**config.mk**
```make
export PLATFORM = sky130hd
export DESIGN_NAME = microcode_sequencer
export DESIGN_NICKNAME = d
export VERILOG_FILES = /design/src/rtl/microcode_sequencer.sv
export SDC_FILE = /design/constraint.sdc
export NUM_CORES = 1
export LEC_CHECK = 0
export ABC_CLOCK_PERIOD_IN_PS = 7500
export CAP_MARGIN = 30
export CORE_MARGIN = 2
export CORE_UTILIZATION = 51
export CTS_CLUSTER_SIZE = 20
export DETAILED_ROUTE_END_ITERATION = 16
export GPL_ROUTABILITY_DRIVEN = 0
export GPL_TIMING_DRIVEN = 0
export HOLD_SLACK_MARGIN = 0.12
export PLACE_DENSITY_LB_ADDON = 0.05
export SYNTH_ARGS = -nofsm -noshare
export SYNTH_HDL_FRONTEND = slang
export SYNTH_SLANG_ARGS = --single-unit
```
**constraint.sdc**
```tcl
create_clock -name clk -period 7.5 [get_ports clk]
set_clock_uncertainty 0.15 [all_clocks]
set_input_delay 1.5 -clock clk [delete_from_list [all_inputs] [get_ports clk]]
set_output_delay 1.5 -clock clk [all_outputs]
set_load 0.02 [all_outputs]
```
**src/rtl/microcode_sequencer.sv**
```systemverilog
// microcode_sequencer
// Micro-program sequencer that sits in front of the microcode EPROM.
// It owns the micro-PC, drives the EPROM address and the active-low
// chip-select/output-enable pins, and captures each 64-bit microword into
// a pipeline register for the datapath. Every microinstruction takes two
// clocks: FETCH reads the EPROM, and EXEC executes the captured word and
// resolves the next micro-address.
// Sequencing operations: NEXT, JUMP, conditional BRANCH, CALL/RET on a
// small return stack, opcode DISPATCH (which may stall in DWAIT), and HALT.
//
// Optional feature macro: MC_PARITY_EN
//   defined   : the captured microword must have odd parity over bits
//               [63:0]. On a parity error the word is not executed, the
//               sticky par_err is set and the sequencer halts.
//   undefined : par_err is tied low and bit 63 is passed through
//               uninterpreted.

module microcode_sequencer #(
    parameter int unsigned       ADDR_W      = 8,
    parameter int unsigned       WORD_W      = 64,
    parameter int unsigned       STACK_DEPTH = 4,
    parameter logic [ADDR_W-1:0] RESET_VEC   = 8'h00
) (
    input  logic              clk,
    input  logic              reset,
    input  logic [7:0]        opcode,
    input  logic              opcode_valid,
    input  logic [3:0]        cond,
    input  logic [WORD_W-1:0] mc_data,
    output logic [ADDR_W-1:0] mc_addr,
    output logic              _cs,
    output logic              _oe,
    output logic [WORD_W-1:0] uword,
    output logic              uword_valid,
    output logic              opcode_ack,
    output logic              halted,
    output logic              stack_err,
    output logic              par_err
);

    // Stack pointer counts occupied entries (0..STACK_DEPTH).
    // The entry index is one bit narrower when the depth is a power of two.
    localparam int unsigned SP_W  = $clog2(STACK_DEPTH + 1);
    localparam int unsigned IDX_W = (STACK_DEPTH > 1) ? $clog2(STACK_DEPTH) : 1;

    typedef enum logic [1:0] {
        FETCH = 2'd0,
        EXEC  = 2'd1,
        DWAIT = 2'd2,
        HALT  = 2'd3
    } state_e;

    typedef enum logic [2:0] {
        OP_NEXT     = 3'd0,
        OP_JUMP     = 3'd1,
        OP_BRANCH   = 3'd2,
        OP_CALL     = 3'd3,
        OP_RET      = 3'd4,
        OP_DISPATCH = 3'd5,
        OP_HALT     = 3'd6,
        OP_RSVD     = 3'd7
    } seq_op_e;

    state_e            state_q, state_d;
    logic [ADDR_W-1:0] upc_q, upc_d;
    logic [WORD_W-1:0] uword_q, uword_d;
    logic [SP_W-1:0]   sp_q, sp_d;
    logic [ADDR_W-1:0] stack_q [STACK_DEPTH];
    logic [ADDR_W-1:0] stack_d [STACK_DEPTH];
    logic              stack_err_q, stack_err_d;

    // Fields of the captured microword.
    seq_op_e           seq_op;
    logic [ADDR_W-1:0] target;
    logic [1:0]        cond_sel;
    logic              cond_hit;

    // Derived helpers.
    logic [ADDR_W-1:0] upc_inc;
    logic [SP_W-1:0]   sp_pop;
    logic              stack_full;
    logic              stack_empty;
    logic              par_fail;
    logic              ack_c;

    assign seq_op   = seq_op_e'(uword_q[10:8]);
    assign target   = ADDR_W'(uword_q[7:0]);
    assign cond_sel = uword_q[12:11];
    assign cond_hit = cond[cond_sel];

    // The increment wraps naturally modulo 2^ADDR_W, so 8'hFF+1 gives 8'h00
    // for both the sequential path and the pushed return address.
    assign upc_inc     = upc_q + ADDR_W'(1);
    assign sp_pop      = sp_q - SP_W'(1);
    assign stack_full  = (sp_q == SP_W'(STACK_DEPTH));
    assign stack_empty = (sp_q == '0);

`ifdef MC_PARITY_EN
    logic par_err_q, par_err_d;

    // An EXEC word with even parity is treated as corrupt.
    assign par_fail = (state_q == EXEC) && !(^uword_q[63:0]);
    assign par_err  = par_err_q;
`else
    assign par_fail = 1'b0;
    assign par_err  = 1'b0;
`endif

    // Next-state logic: resolve sequencing, stack updates and error capture.
    always_comb begin
        state_d     = state_q;
        upc_d       = upc_q;
        uword_d     = uword_q;
        sp_d        = sp_q;
        stack_d     = stack_q;
        stack_err_d = stack_err_q;
        ack_c       = 1'b0;
`ifdef MC_PARITY_EN
        par_err_d   = par_err_q;
`endif

        case (state_q)
            FETCH: begin
                uword_d = mc_data;
                state_d = EXEC;
            end

            EXEC: begin
                if (par_fail) begin
`ifdef MC_PARITY_EN
                    par_err_d = 1'b1;
`endif
                    state_d   = HALT;
                end else begin
                    state_d = FETCH;
                    case (seq_op)
                        OP_JUMP: begin
                            upc_d = target;
                        end
                        OP_BRANCH: begin
                            upc_d = cond_hit ? target : upc_inc;
                        end
                        OP_CALL: begin
                            if (stack_full) begin
                                stack_err_d = 1'b1;
                                state_d     = HALT;
                            end else begin
                                stack_d[sp_q[IDX_W-1:0]] = upc_inc;
                                sp_d  = sp_q + SP_W'(1);
                                upc_d = target;
                            end
                        end
                        OP_RET: begin
                            if (stack_empty) begin
                                stack_err_d = 1'b1;
                                state_d     = HALT;
                            end else begin
                                upc_d = stack_q[sp_pop[IDX_W-1:0]];
                                sp_d  = sp_pop;
                            end
                        end
                        OP_DISPATCH: begin
                            if (opcode_valid) begin
                                upc_d = ADDR_W'(opcode);
                                ack_c = 1'b1;
                            end else begin
                                state_d = DWAIT;
                            end
                        end
                        OP_HALT: begin
                            state_d = HALT;
                        end
                        default: begin
                            upc_d = upc_inc;
                        end
                    endcase
                end
            end

            DWAIT: begin
                if (opcode_valid) begin
                    upc_d   = ADDR_W'(opcode);
                    ack_c   = 1'b1;
                    state_d = FETCH;
                end
            end

            default: begin
                state_d = HALT;
            end
        endcase
    end

    // State registers; the async reset returns everything to the reset vector with an empty stack.
    always_ff @(posedge clk or posedge reset) begin
        if (reset) begin
            state_q     <= FETCH;
            upc_q       <= RESET_VEC;
            uword_q     <= '0;
            sp_q        <= '0;
            stack_err_q <= 1'b0;
            for (int i = 0; i < int'(STACK_DEPTH); i++) begin
                stack_q[i] <= '0;
            end
`ifdef MC_PARITY_EN
            par_err_q   <= 1'b0;
`endif
        end else begin
            state_q     <= state_d;
            upc_q       <= upc_d;
            uword_q     <= uword_d;
            sp_q        <= sp_d;
            stack_err_q <= stack_err_d;
            stack_q     <= stack_d;
`ifdef MC_PARITY_EN
            par_err_q   <= par_err_d;
`endif
        end
    end

    // EPROM strobes and status decode; reset forces the EPROM off even though state reads FETCH.
    always_comb begin
        _cs         = reset || !((state_q == FETCH) || (state_q == EXEC));
        _oe         = reset || (state_q != FETCH);
        uword_valid = !reset && (state_q == EXEC) && !par_fail;
        opcode_ack  = !reset && ack_c;
        halted      = (state_q == HALT);
    end

    assign mc_addr   = upc_q;
    assign uword     = uword_q;
    assign stack_err = stack_err_q;

endmodule
```
**After elaboration in Yosys (flattened, before gate mapping)**

Index checks and enable logic that the tools add are counted.

- Flip-flop bits (word level): 110
- Output and inout bits: 79
- Logic and storage cells: 83

- Eq/ne operators: 18
- Muxes and demuxes: 29
- $lt $le $gt $ge: 4
- Add/sub/neg operators: 3
- Bitwise gates (word level): 3
- Reduce and logical (&&, ||, !) cells: 17

Operators by type and width:

| operator | count |
|---|---|
| 8-bit 2-to-1 mux | 7 |
| 8-bit case mux with 6 select lines | 1 |
| 32-bit bitwise mux | 1 |
| 8-bit binary-select mux with 2-bit select | 1 |
| 8-bit demux with 2-bit select | 1 |
| 8-bit case mux with 2 select lines | 1 |
| 3-bit equality test, second input constant | 4 |
| 2-bit inequality test, second input constant | 6 |
| 4-bit AND reduction | 3 |
| 8-bit by 1-bit adder with 8-bit output, second input constant | 1 |
| 2-bit 2-to-1 mux | 4 |
| 2-bit case mux with 4 select lines | 1 |
| 3-bit by 2-bit equality test with 1-bit output, second input constant | 2 |
| 3-bit greater-or-equal comparator, second input constant | 2 |
| 3-bit 2-to-1 mux | 2 |
| 3-bit inequality test, second input constant | 2 |
| 2-bit inverter with 3-bit output | 2 |
| 2-bit case mux with 3 select lines | 1 |
| 3-bit case mux with 2 select lines | 1 |
| 2-bit nonzero test | 3 |
| 1-bit 2-to-1 mux | 5 |
| 2-bit equality test, second input constant | 2 |
| 1-bit case mux with 2 select lines | 2 |
| 3-bit by 1-bit adder with 3-bit output, second input constant | 1 |
| 13 further kinds | 18 |

**Longest topological paths before layout**

Gate-level depths: netlist of run 1.

- Depth in word-level cells: 8
- Depth in mapped cells: 10
- Mapped depth without buffers: 7

**Worst setup path after synthesis of run 1**

Ideal clock, no wire load.

- Path type: input port to output port
- Start: input reset
- End: output _cs
- Path slack: 1075 ps
- Stages: 2
- Arrival: 4775 ps
- Data required time: 5850 ps
- Cells stage by stage: inv_1 o21ai_0

- Longest elaborated chain between the ends: 1

RTL lines:

| what | line | RTL |
|---|---|---|
| start: declaration | 25 | `input logic reset,` |
| 1-bit logical OR | 223 | `_cs = reset \|\| !((state_q == FETCH) \|\| (state_q == EXEC));` |
| end: declaration | 31 | `output logic _cs,` |

Every way passes these cells.

**Worst setup path in the final report of run 1**

Ends and elaborated chain as after synthesis.

==> run summary, run 1 <==
Outcome = finished clean
Int Power = 1.93 mW
# IOs = 158
Setup repair after global routing missed its margin = false
Highest Clock Rate = 0.193 GHz
Post-CTS resize count = 0
Critical Path RT = 5850 ps
HP Class = reg -> reg
Critical-path cell list = clkdlybuf4s50_1 > inv_4 > o21ai_0 > clkdlybuf4s50_1
# diodes = 0
TritonRoute pass-1 iters = 5
Worst-case reg-to-reg path depth = 9
DP Cell Count = 764
CP delay by family, top = buffers and inverters
Core box area = 10,200 sq um
GRT Overall Usage = 27.2%
CTS Buffer Depth = 2
Worst path bufs/invs = 3
CP Class = in -> out
Arrival @ worst endpoint = 3530 ps
Syn Area/Cell = 11.3 sq um
Initial antenna violation count = 0
Worst r2r src = sp_q[0]
Die height = 106 um
Synth warn = 0
Vias in the first global route = 4,711
# hold bufs at CTS = 0
Die ar. = 11,300 sq um
# fillers = 784
Std-Cell Rows = 37
Tmin final = 5180 ps
Htree depth = 3
Slowest stage cell on the critical path = inv_4
Max-slew violations = 0
Total Routed Length = 14,800 um
Leak = 2.99 nW
Design Power = 3.35 mW
Max-cap violation count = 0
Starting Density = 52.3%
Area leader, netlist = dfrtp_1
Post-DP HPWL = 11,500 um
Die W = 106 um
Via count = 4,410
Largest net degree at the start of global routing = 75
Layout area overhead = 35.8%
Detailed-route wire length per cell = 19.0 um
IO Port Bufs = 155
Max incr delay on CP = 690 ps
Clock Sinks = 110
Worst slew pin tran = 898 ps
Number of enable flip-flop cells after synthesis = 0
DR vias/cell = 5.65
First-pass GRT wire length = 23,700 um
CP Capture Type = output port
Worst Hold Launch = stack_q[14]
Final worst path period share = 69.0%
Power per cell area = 461 nW/um^2
Setup violators final = 0
Comb pwr share = 58.2%
Synthesis-stage register bit count = 110
Reg2Reg Capture Point = mc_addr[4]
Clock power share = 9.7%
CTS tree = built
Part of the power in registers = 32.1%
Post-route insts no fill = 780
VDD IR max = 304 uV
Syn nets = 561
Startpoint types = input port
Post-synth top cells = dfrtp_1, mux2_2, nand2_1, o21ai_0, clkbuf_1
DR DRC count = 0
Root buf cell = clkbuf_8
Hold Path Cell Cnt = 2
Post-synth cell types = 55
Layout net count = 728
Post-Syn Instances = 472
Post-Syn Area = 5350 sq um
Top FF cell, synth = dfrtp_1
Clock latency on the worst-skew pair = 390 ps
Rel. slew slack = 40.1%
Stages on the worst setup path = 4
R2R Setup Slk = 4000 ps
Setup Fix Bufs, Post-CTS = 0
Overflow after GRT = 0
DR iter-0 viols = 207
CP Max Fanout = 74
Layout cells sized above 1 = 15.7%
P_sw = 1.42 mW
Switching share of power = 42.4%
Remaining antenna violation count = 0
Hold path endpoint = stack_q[14]
Cells taking the most area after synthesis = dfrtp_1, mux2_2, nand2_1, o21ai_0, mux2i_1
Final hold vios = 0
Post-synthesis sequential area ratio = 51.5%
Most numerous cell in the Yosys netlist = dfrtp_1
Reg clk slew, reported paths = 100 ps
Inserted Clock Buffers = 9
Most Frequent Cell on Critical Path = clkdlybuf4s50_1
Synth top area share = 51.5%
Ys async rst share = 100%
cells in the final DEF (no fill, tap or decap), types with 5 or more instances in the layout:
master           Yosys  routed
o22ai_1             15      15
nor3_1               7       7
mux2_2              73      73
clkdlybuf4s50_1      0     155
nand2_1             55      55
clkbuf_1            24      27
dfrtp_1            110     110
a21oi_1              9       9
inv_1                9       8
clkbuf_8             0      10
mux2i_1             14      14
nor2_1              18      18
ha_1                10      10
nand2b_1             5       5
xnor2_1              5       5
nand3_1              7       7
o21ai_0             41      41
o221ai_1             5       5
how the worst max path moves through the flow:
stage / startpoint / endpoint / slack, ps
after floorplan: reset / _cs / 1080
after global placement: reset / _cs / -310
after detailed placement: reset / _cs / 2250
after CTS: reset / _cs / 2250
after global routing: reset / _cs / 2110
final: reset / _cs / 2320
per-stage QoR:
stage / utilization [%] / setup TNS [ps] / hold slack, ps / cell area, sq um / worst slack (ps)
floorplan: - / 0 / 294 / 5350 / 1080
global placement: 69.1 / -315 / 306 / 7070 / -315
detailed placement: 69.3 / 0 / 320 / 7090 / 2250
CTS: 71.0 / 0 / 343 / 7260 / 2250
global route: 71.0 / 0 / 367 / 7260 / 2110
finish: 71.0 / 0 / 340 / 7260 / 2320
cell type report:
class	instances	area, sq um	area share, %
plain buffers	27	106	1.46
clock buffers	13	149	2.05
clock inverters	3	20.0	0.276
inverters	9	36.3	0.500
multi-input cells	326	2460	33.8
flip-flops and latches	110	2750	37.9
well taps	136	170	2.34
repair buffers	156	1570	21.6
tightest hold or removal path: stages (launching register included):
cell and delay (ps):
dfrtp_1 360, nand2_1 40, o21ai_0 60
logic make-up after synthesis:
group,count (synthesis),synth area share [%]
AOI/OAI and AO/OA,98,11.7
xor gates and xnor gates,9,1.47
adders and majority gates,10,2.34
buffers and inverters,36,2.62
DFF,110,51.5
muxes,91,19.7
other,1,0.0701
and+or+nand+nor,117,10.7
power by group through the flow:
stage          logic, mW  clock network (mW)  registers (mW)
2_1_floorplan      0.940                   0            1.30
3_3_place_gp        1.89                   0            1.06
3_5_place_dp        1.93                   0            1.08
4_1_cts             1.95               0.334            1.07
5_1_grt             2.09               0.355            1.11
6_report            1.95               0.324            1.07
routing by layer:
metal / GRT usage (%) / share of wire (%)
met1: 31.1 / 38
met3: 10.8 / 10
met5: 0 / 0
met4: 12.3 / 2.7
met2: 45.1 / 49
registers in the layout, indices dropped and copies added, names as in the netlist:
| name | flops |
|---|---|
| stack_err | 1 |
| sp_q | 3 |
| stack_q | 32 |
| uword | 64 |
| mc_addr | 8 |
| state_q | 2 |
No activity file was read; power rests on OpenSTA's default activity.
==> run 2: changes to the inputs <==
--- a/config.mk
+++ b/config.mk
@@ -5,10 +5,10 @@
 export SDC_FILE = /design/constraint.sdc
 export NUM_CORES = 1
 export LEC_CHECK = 0
-export ABC_CLOCK_PERIOD_IN_PS = 7500
+export ABC_CLOCK_PERIOD_IN_PS = 4570
 export CAP_MARGIN = 30
 export CORE_MARGIN = 2
-export CORE_UTILIZATION = 51
+export CORE_UTILIZATION = 43
 export CTS_CLUSTER_SIZE = 20
 export DETAILED_ROUTE_END_ITERATION = 16
 export GPL_ROUTABILITY_DRIVEN = 0
==> constraint.sdc (replaced) <==
create_clock -name clk -period 4.57 [get_ports clk]
set_clock_uncertainty 0.15 [all_clocks]
set_input_delay 0.914 -clock clk [delete_from_list [all_inputs] [get_ports clk]]
set_output_delay 0.914 -clock clk [all_outputs]
set_load 0.02 [all_outputs]
==> run 2 against run 1 <==
Compared with the run above:
- first-iteration DRC count up 31%
- global-route usage down 4.8 points
- clock power up 120%
- sequential share of layout area down 0.93 points
- sequential power up 65%
- non-clock buffer count up 2
- via count down 0.48%
- combinational power up 63%
==> run summary, run 2 (synthesized netlist as in run 1, its figures left out) <==
Critical-path cell list = clkdlybuf4s50_1 > clkinvlp_4 > buf_12 > o21ai_0 > clkdlybuf4s50_1
Layout net count = 730
Overflow after GRT = 0
Worst slew pin tran = 661 ps
Worst slack, placed = 309 ps
Post-DP HPWL = 11,000 um
Part of the power in registers = 31.3%
Arrival @ worst endpoint = 3120 ps
Std-Cell Rows = 40
Remaining antenna violation count = 0
Setup Fix Bufs, Post-CTS = 0
Outcome = finished clean
Most Frequent Cell on Critical Path = clkdlybuf4s50_1
CTS tree = built
Final hold vios = 0
Max-cap violation count = 0
# IOs = 158
Reg clk slew, reported paths = 70 ps
Critical Path RT = 3510 ps
Core box area = 12,100 sq um
Initial antenna violation count = 0
R2R Setup Slk = 1140 ps
Setup repair after global routing missed its margin = false
Clock latency on the worst-skew pair = 350 ps
Reg area = 2750 sq um
Area of the multi-input gates = 2460 sq um
Htree depth = 3
Worst path bufs/invs = 4
Placed cell area = 7180 sq um
CP Max Fanout = 34
DR DRC count = 0
Root buf cell = clkbuf_16
Max incr delay on CP = 640 ps
Largest net degree at the start of global routing = 37
HP Class = reg -> reg
Die W = 116 um
Worst Setup SP = reset
Clock power share = 12.7%
CP delay by family, top = buffers and inverters
Setup WS post-layout = 388 ps
CP Capture Type = output port
Most common cell after layout, fill and taps aside = clkdlybuf4s50_1
Power per cell area = 759 nW/um^2
P_sw = 2.31 mW
Die ar. = 13,300 sq um
Switching share of power = 40.8%
Post-CTS resize count = 0
IO Port Bufs = 155
DR vias/cell = 5.39
Leak = 3.06 nW
Layout area overhead = 39.2%
Comb pwr share = 56.0%
Int Power = 3.34 mW
First-pass GRT wire length = 23,300 um
Final instance area = 7440 sq um
Via count = 4,389
# hold bufs at CTS = 0
CTS Buffer Depth = 2
TritonRoute pass-1 iters = 5
Vias in the first global route = 4,571
Total Routed Length = 14,400 um
VDD IR max = 416 uV
Rel. slew slack = 56.0%
# fillers = 1,045
Starting Density = 44.3%
Design Power = 5.65 mW
Most frequent cells in the layout = clkdlybuf4s50_1, dfrtp_1, mux2_2, nand2_1, o21ai_0
Slowest stage cell on the critical path = clkdlybuf4s50_1
DR iter-0 viols = 272
Worst r2r src = sp_q[0]
GRT Overall Usage = 22.5%
Worst Hold Launch = stack_err
CP Class = in -> out
Setup violators final = 0
Startpoint types = input port
Detailed-route wire length per cell = 17.6 um
Tmin final = 4180 ps
Inserted Clock Buffers = 9
Final worst path period share = 91.5%
Max reg flops = 64
Layout cells sized above 1 = 15.6%
Max-slew violations = 0
Die height = 116 um
Highest Clock Rate = 0.239 GHz
Clock Sinks = 110
# diodes = 0
==> run 2: changes by cell type in the layout (fill, tap and decap cells not counted) <==
cell	before	now
clkbuf_16	0	9
clkbuf_8	10	1
clkbuf_1	27	29
buf_12	1	2
buf_16	0	1
clkinvlp_4	2	1
inv_4	1	0
==> run 2: worst reg2reg max path: stages (launching register included) <==
cell,delay [ps]
dfrtp_1,380
clkbuf_1,360
buf_2,380
inv_1,140
ha_1,300
nor2b_1,190
o21bai_1,300
nand4b_1,450
a2111oi_0,530
a21oi_1,130
==> run 2: final timing paths <==
| check | end | cells past startpoint |
|---|---|---|
| setup / recovery | _cs | 5 |
| hold / removal | stack_err | 1 |
| setup reg to reg | mc_addr[4] | 9 |
| hold reg to reg | stack_err | 1 |
| max in group asynchronous | stack_q[12] | 4 |
| min in group asynchronous | uword[12] | 2 |
==> run 2: stage by stage <==
step           TNS (ps)  util, %  hold slack, ps  cells
6_report              0     61.7             323    814
3_3_place_gp      -2340     59.0             307    795
5_1_grt               0     61.7             340    814
3_5_place_dp          0     59.5             310    798
4_1_cts               0     61.7             325    814
2_1_floorplan         0        -             294    472
==> run 2: per-layer routing <==
metal / track usage, % / share of wire (%) / up-vias
li1: - / - / 2050
met3: 6.80 / 8.0 / 32
met5: 0 / 0 / -
met2: 35.1 / 48 / 160
met1: 28.9 / 42 / 2147
met4: 10.4 / 2.8 / 0
==> run 2: area by class of cell <==
class                   instances  area share, %
flip-flops and latches        110           37.0
multi-input cells             326           33.0
repair buffers                158           21.7
clock buffers                  15           3.46
well taps                     168           2.82
plain buffers                  27           1.43
inverters                       9          0.504
clock inverters                 1         0.0672
==> run 2: power by group through the flow <==
stage | combinational, mW | clock [mW] | sequential [mW]
6_report | 3.17 | 0.717 | 1.77
5_1_grt | 3.43 | 0.777 | 1.83
4_1_cts | 3.18 | 0.737 | 1.77
3_5_place_dp | 3.16 | 0 | 1.78
3_3_place_gp | 3.11 | 0 | 1.74
2_1_floorplan | 1.54 | 0 | 2.13
